[config.mk]
export PLATFORM = sky130hd
export DESIGN_NAME = serial_parity_rx
export DESIGN_NICKNAME = d
export VERILOG_FILES = /design/src/rtl/serial_parity_pkg.sv /design/src/rtl/parity_calc9.sv /design/src/rtl/serial_parity_rx.sv
export SDC_FILE = /design/constraint.sdc
export NUM_CORES = 1
export LEC_CHECK = 0
export CAP_MARGIN = 20
export CORE_ASPECT_RATIO = 0.7
export CORE_MARGIN = 2
export CORE_UTILIZATION = 55
export CTS_CLUSTER_DIAMETER = 80
export DETAILED_ROUTE_END_ITERATION = 8
export GPL_TIMING_DRIVEN = 1
export PLACE_DENSITY = 0.82
export SETUP_SLACK_MARGIN = 0.5
export SLEW_MARGIN = 10
export SYNTH_ARGS = -nofsm -noshare
export SYNTH_HDL_FRONTEND = slang
export SYNTH_SLANG_ARGS = --single-unit
export TNS_END_PERCENT = 20
[constraint.sdc]
create_clock -name clk -period 2.8 [get_ports clk]
set_input_delay 0.42 -clock clk [delete_from_list [all_inputs] [get_ports clk]]
set_output_delay 0.42 -clock clk [all_outputs]
set_load 0.1 [all_outputs]
[src/rtl/serial_parity_pkg.sv]
// Shared types and constants for the serial parity receiver.
// Default frame geometry, parity-mode constants and the FSM state enum.
package serial_parity_pkg;

  localparam int DATA_W_DEF  = 8;
  localparam int FRAME_W_DEF = DATA_W_DEF + 1;

  localparam bit PAR_EVEN = 1'b0;
  localparam bit PAR_ODD  = 1'b1;

  typedef enum logic {
    IDLE  = 1'b0,
    SHIFT = 1'b1
  } rx_state_e;

  // Counter must hold 0..dw, so it needs clog2(dw+1) bits.
  function automatic int cnt_w(input int dw);
    return $clog2(dw + 1);
  endfunction

endpackage

[src/rtl/parity_calc9.sv]
// Combinational parity checker over a full frame (data + parity bit).
// Ports: frame_i (W bits), par_err_o (1 = frame XOR differs from PARITY_ODD).
module parity_calc9
  import serial_parity_pkg::*;
#(
  parameter int W          = FRAME_W_DEF,
  parameter bit PARITY_ODD = PAR_EVEN
) (
  input  logic [W-1:0] frame_i,
  output logic         par_err_o
);

  assign par_err_o = (^frame_i) ^ PARITY_ODD;

endmodule

[src/rtl/serial_parity_rx.sv]
// Serial-to-parallel parity frame receiver with a one-deep valid/ready slot.
// Ports: clk, rst_n, sin_valid/sin_bit/sclr in; out_data/out_par_err/out_valid,
// out_ready in, busy, overrun out. Option SERIAL_PARITY_RX_DROP_ERR_EN drops
// errored frames and adds err_pulse.
module serial_parity_rx
  import serial_parity_pkg::*;
#(
  parameter int DATA_W     = DATA_W_DEF,
  parameter int PARITY_ODD = 0
) (
  input  logic              clk,
  input  logic              rst_n,
  input  logic              sin_valid,
  input  logic              sin_bit,
  input  logic              sclr,
  output logic [DATA_W-1:0] out_data,
  output logic              out_par_err,
  output logic              out_valid,
  input  logic              out_ready,
  output logic              busy,
`ifdef SERIAL_PARITY_RX_DROP_ERR_EN
  output logic              err_pulse,
`endif
  output logic              overrun
);

  localparam int CNT_W = cnt_w(DATA_W);
  localparam logic [CNT_W-1:0] LAST = CNT_W'(DATA_W);
  localparam bit ODD = (PARITY_ODD != 0) ? PAR_ODD : PAR_EVEN;

  rx_state_e         state_q, state_d;
  logic [CNT_W-1:0]  cnt_q, cnt_d;
  logic [DATA_W-1:0] sh_q, sh_d;
  logic [DATA_W:0]   sh_cat;
  logic              done;
  logic              perr;

  logic [DATA_W-1:0] dat_q, dat_d;
  logic              val_q, val_d;
  logic              ovr_q, ovr_d;
  logic              keep;
  logic              wr;

  // New bits enter at the MSB; after DATA_W shifts bit 0 sits at the LSB.
  assign sh_cat = {sin_bit, sh_q};

  parity_calc9 #(
    .W          (DATA_W + 1),
    .PARITY_ODD (ODD)
  ) u_par (
    .frame_i   ({sin_bit, sh_q}),
    .par_err_o (perr)
  );

  always_comb begin
    state_d = state_q;
    cnt_d   = cnt_q;
    sh_d    = sh_q;
    done    = 1'b0;
    if (sclr) begin
      state_d = IDLE;
      cnt_d   = '0;
      sh_d    = '0;
    end else if (sin_valid) begin
      unique case (state_q)
        IDLE: begin
          state_d = SHIFT;
          cnt_d   = CNT_W'(1);
          sh_d    = sh_cat[DATA_W:1];
        end
        SHIFT: begin
          if (cnt_q == LAST) begin
            state_d = IDLE;
            cnt_d   = '0;
            sh_d    = '0;
            done    = 1'b1;
          end else begin
            cnt_d = cnt_q + CNT_W'(1);
            sh_d  = sh_cat[DATA_W:1];
          end
        end
      endcase
    end
  end

`ifdef SERIAL_PARITY_RX_DROP_ERR_EN
  logic epul_q, epul_d;

  assign keep   = done & ~perr;
  assign epul_d = done & perr;
`else
  logic perr_q, perr_d;

  assign keep = done;
`endif

  // A completed frame lands only if the slot is empty or emptying now.
  assign wr    = keep & (~val_q | out_ready);
  assign ovr_d = keep & val_q & ~out_ready;
  assign val_d = wr | (val_q & ~out_ready);
  assign dat_d = wr ? sh_q : dat_q;
`ifndef SERIAL_PARITY_RX_DROP_ERR_EN
  assign perr_d = wr ? perr : perr_q;
`endif

  always_ff @(posedge clk or negedge rst_n) begin
    if (!rst_n) begin
      state_q <= IDLE;
      cnt_q   <= '0;
      sh_q    <= '0;
      dat_q   <= '0;
      val_q   <= 1'b0;
      ovr_q   <= 1'b0;
`ifdef SERIAL_PARITY_RX_DROP_ERR_EN
      epul_q  <= 1'b0;
`else
      perr_q  <= 1'b0;
`endif
    end else begin
      state_q <= state_d;
      cnt_q   <= cnt_d;
      sh_q    <= sh_d;
      dat_q   <= dat_d;
      val_q   <= val_d;
      ovr_q   <= ovr_d;
`ifdef SERIAL_PARITY_RX_DROP_ERR_EN
      epul_q  <= epul_d;
`else
      perr_q  <= perr_d;
`endif
    end
  end

  assign out_data  = dat_q;
  assign out_valid = val_q;
  assign busy      = (state_q == SHIFT);
  assign overrun   = ovr_q;
`ifdef SERIAL_PARITY_RX_DROP_ERR_EN
  assign out_par_err = 1'b0;
  assign err_pulse   = epul_q;
`else
  assign out_par_err = perr_q;
`endif

endmodule

; ---- After elaboration in Yosys (flattened, before gate mapping)
; Index checks and enable logic that the tools add are counted.
[classes]
add_sub_neg = 1
mul = 0
div_mod_pow = 0
n_lt_le_gt_ge = 0
eq_ne = 1
shifts = 0
n_mux = 16
bitwise_logic = 9
reduce_logical = 2
[ops]
columns = cell, count
row1 = $mux W8, 3
row2 = $pmux W8 S2, 1
row3 = $mux W4, 3
row4 = $reduce_xor A9 Y1, 1
row5 = $pmux W4 S2, 1
row6 = $mux W1, 7
row7 = $add A4 B1 Y4 const B, 1
row8 = $and A1 B1 Y1, 4
row9 = $eq A4 B4 Y1 const B, 1
row10 = $not A1 Y1, 3
row11 = $or A1 B1 Y1, 2
row12 = $pmux W1 S2, 1
row13 = $reduce_bool A2 Y1, 1
[totals]
register_bits = 24
latch_bits = 0
ram_bits = 0
mem_bits_ro = 0
out_inout_bits = 12
word_cells = 36
n_memories = 0

; ---- Depth between registers and ports, before layout
[logic_depth]
depth_word = 7
ltp_mapped = 7
ltp_nobuf = 6

; ---- Cells and area by module
; Synthesis repeated with hierarchy kept, for this count alone.
[unflattened]
cells_unflattened = 81
hier_area_um2 = 1061.0
[modules_own_cells]
columns = module, n_inst, cells_per_inst, area_each_um2, seq_area_each_um2
row1 = serial_parity_rx, 1, 74, 978.4, 600.6
row2 = parity_calc9, 1, 7, 82.6, 0.0

; ---- Worst setup path after synthesis
; OpenSTA, ideal clock, no wires.
[synth_path]
path_type = reg-to-reg
from = reg state_q, in the netlist busy
to = reg dat_q[0], in the netlist out_data[0]
setup_ps = 126
t_arrival_ps = 2067
path_slack_ps = 607
path_stages_with_launch = 6
period_less_slack_ps = 2193
path_cell_list = dfrtp_1 nand2_1 or3_4 nor2b_4 buf_12 mux2_4
[synth_between]
elab_chain_cells = 4
[synth_rtl]
columns = item, line
row1 = from (decl), serial_parity_rx.sv:31  ; rx_state_e state_q, state_d;
row2 = from (signal assigned), serial_parity_rx.sv:120  ; state_q <= state_d;
row3 = $mux W1, serial_parity_rx.sv:65  ; unique case (state_q)
row4 = $mux W1, serial_parity_rx.sv:64  ; end else if (sin_valid) begin
row5 = $mux W1, serial_parity_rx.sv:60  ; if (sclr) begin
row6 = $and A1 B1 Y1, serial_parity_rx.sv:98  ; assign wr = keep & (~val_q | out_ready);
row7 = to (signal assigned), serial_parity_rx.sv:123  ; dat_q <= dat_d;
row8 = to (decl), serial_parity_rx.sv:38  ; logic [DATA_W-1:0] dat_q, dat_d;
; No other way between the ends.
; A chain may end at the register's enable or synchronous reset.

; ---- Final worst setup path
[layout_path]
from = reg cnt_q[0]
to = reg dat_q[6], in the netlist out_data[6]
[layout_between]
elab_chain_cells = 6
[layout_rtl]
columns = item, line
row1 = from (decl), serial_parity_rx.sv:32  ; logic [CNT_W-1:0] cnt_q, cnt_d;
row2 = from (signal assigned), serial_parity_rx.sv:121  ; cnt_q <= cnt_d;
row3 = $eq A4 B4 Y1, serial_parity_rx.sv:72  ; if (cnt_q == LAST) begin
row4 = $mux W1, serial_parity_rx.sv:72
row5 = $mux W1, serial_parity_rx.sv:65
row6 = $mux W1, serial_parity_rx.sv:64
row7 = $mux W1, serial_parity_rx.sv:60
row8 = $and A1 B1 Y1, serial_parity_rx.sv:98
; No other way between the ends.

==> metrics.cfg <==
[synthesis]
muxShareOfSynthArea = 0.1211
synth_compound_area_frac = 0.1143
yosysWarningCount = 0
synth_seq_cells = 24
synth_cells = 80
ys_types = 25
yosys.area_share.simple = 0.1043
synth_xor_area_frac = 0.06839
synth_area_leaders = dfrtp_1, mux2_4, a22o_1
synth_top_family_by_area = multiplexers
synth_top_area_share = 0.5381
synthesis.area_um2 = 1116
ys_seq_area_frac = 0.5381
syn_nets = 88
synth-adder-area-share = 0.02242
syn_avg_cell_area_um2 = 13.95
yosys.area.top_type = dfrtp_1

[clocking]
cts_root_buf = clkbuf_4
tritoncts = done
clock_latency_ps = 310
h-tree-depth = 1
cts_num_sinks = 24
cts_hold_buf = 0
ctsResizeCount = 0
cts_buffers = 3
clk_path_buf_depth = 2
cts_setup_buffers = 0
cts.clk_slew.worst_paths_ps = 120

[floorplanning]
die_w_um = 57.84
die_h_um = 41.69
num_rows = 13
dieArea_um2 = 2411
start_util = 0.5915
ios = 18
coreArea_um2 = 1887

[drt]
routed_wl_um = 1840
antenna_left = 0
drc_errors = 0
vias = 701
drt_iter0_drc = 30
vias_per_cell = 5.699
wl_per_cell_um = 14.96
first_pass_iters = 4

[global_routing]
grt_use_total = 0.1773
grt_pass1_vias = 647
grt_max_degree = 25
grt-ovfl-total = 0
grt_pass1_wl_um = 3153
antenna_found_initial = 0

[setup_path]
slowest_stage = dfrtp_1
critPathLaunch = cnt_q[0]$_DFFE_PN0P_
endpoint_kind = register
cp_slowest_stage_delay_ps = 450
start_kind = register
cp.arrival_ps = 2240
path_max_fanout = 9
worst-setup-path-type = register to register
r2r-start = cnt_q[0]$_DFFE_PN0P_
path_cells = inv_1 > ha_1 > nand3b_4 > or3_4 > nor2b_4 > mux2_4
cp.required_ps = 3000

[finish]
nNetsFinal = 110
n_antenna_cell = 0
post-route-util = 0.6930
area_growth_pct = 17.15
fillers = 141
final_layout_size_suffix_gt1_frac = 0.3168

[power_and_ir_drop]
p_leak_nw = 0.6560
power_frac_seq = 0.613
peakVddDrop_mv = 0.3852
p_sw_frac = 0.2281
intPower_w = 0.0004500
power_density_nw_per_um2 = 445.8
p_clk_frac = 0.302
pwr-share-comb = 0.085
p_sw_w = 0.0001330

[place]
dpl.hpwl_um = 1363
numPortBuffers = 17
gp_congestion = 0.8373

[job]
drv_cap = 0

[sta]
rsz0062_at_grt = false
finClkSkew_ps = 3.385
fin_crit_sh = 0.7261
hold_viol_final = 0
drv_slew = 0
period_minus_slack_ps = 2033
fin_tns_setup_ps = 0
finalSetupViolCount = 0
fmax_mhz = 491.9
relSlewSlack = 0.5431
worst_pin_slew_ps = 684.1

[status]
status = completed

[worst_hold_path]
hp-class = input port to asynchronous set/reset pin

final cells by class:
type                    instances  area [um2]  share of cell area
flip-flops and latches         24       600.6              0.4593
multi-input cells              51       480.5              0.3675
repair buffers                 18       147.6              0.1129
clock buffers                   4       36.28             0.02775
well taps                      22       27.53             0.02105
inverters                       4       15.01             0.01148
per-layer routing:
metal | track usage | share of wire | up-vias | routed length [um]
li1 | - | - | 329 | -
met1 | 0.2537 | 0.49 | 345 | 893
met2 | 0.2591 | 0.45 | 27 | 829
met3 | 0.06542 | 0.064 | 0 | 117
met4 | 0.04186 | 0 | 0 | 0
met5 | 0 | 0 | - | 0
flip-flops by register name, indices dropped and copies added (netlist names):
signal / cells
busy: 1
cnt_q: 4
out_data: 8
out_par_err: 1
out_valid: 1
overrun: 1
sh_q: 8
worst paths after layout:
path	endpoint	slack, ps	cells past startpoint
max	out_data[6]$_DFFE_PN0P_	770	6
min	cnt_q[3]$_DFFE_PN0P_	450	2
max reg2reg	out_data[6]$_DFFE_PN0P_	770	6
min reg2reg	out_par_err$_DFFE_PN0P_	530	1
max in group asynchronous	out_data[7]$_DFFE_PN0P_	2110	2
min in group clk	out_par_err$_DFFE_PN0P_	530	1
cells in the final DEF, fill, tap and decap left out, types with 2 or more instances in the layout:
| cell type | n |
|---|---|
| a21oi_1 | 2 |
| a22o_1 | 9 |
| buf_4 | 13 |
| clkbuf_4 | 3 |
| clkdlybuf4s50_1 | 5 |
| dfrtp_1 | 24 |
| ha_1 | 2 |
| inv_1 | 4 |
| mux2_4 | 9 |
| nand2_1 | 4 |
| nand3_1 | 2 |
| nor2_1 | 3 |
| o21ai_0 | 2 |
| xnor2_1 | 5 |
through the flow:
step                worst slack, ps  cell area [um2]  hold WS (ps)  std cells  total power [W]
CTS                           748.9             1308         460.8        123        0.0005874
floorplan                     607.2             1116         124.4         80        0.0003902
global route                  668.4             1308         464.3        123        0.0006108
detailed placement            560.6             1271         500.6        119        0.0004139
global placement              600.1             1271         502.7        119        0.0004126
finish                        767.0             1308         454.3        123        0.0005829
power by group through the flow:
stage	Clock [W]	Combinational, W	Sequential [W]
floorplan	0	0.0000202	0.000370
global placement	0	0.0000490	0.000364
detailed placement	0	0.0000502	0.000364
CTS	0.000180	0.0000503	0.000357
global route	0.000198	0.0000544	0.000358
finish	0.000176	0.0000496	0.000357
critical path: cells and delay by family (launching register included):
family                     cells  cell delay [ps]
muxes                          1              340
DFF                            1              450
adders and majority gates      1              220
and+or+nand+nor                3              850
buffers and inverters          1               80
cells in the mapped netlist:
cell type and instances:
o21ai_0 2, or3_1 1, a22o_1 9, a21o_1 1
xor2_1 1, nand2_1 4, a32oi_1 1, a21oi_1 2
mux2_4 9, nor2_1 3, or3_4 1, inv_1 4
ha_1 2, buf_12 1, dfrtp_1 24, nor2b_4 1
and3_1 1, or2b_1 1, xnor2_1 5, xnor3_2 1
nand3_1 2, and3_2 1, nand3b_1 1, a211oi_2 1
nand3b_4 1
kinds of logic after synthesis:
group | Yosys count
AO/OA/AOI/OAI | 16
AND/OR/NAND/NOR | 17
adder cells (fa/ha/maj) | 2
flip-flops | 24
multiplexers | 9
XOR/XNOR | 7
buffers and inverters | 5
Power figures use the tool's default switching activity.
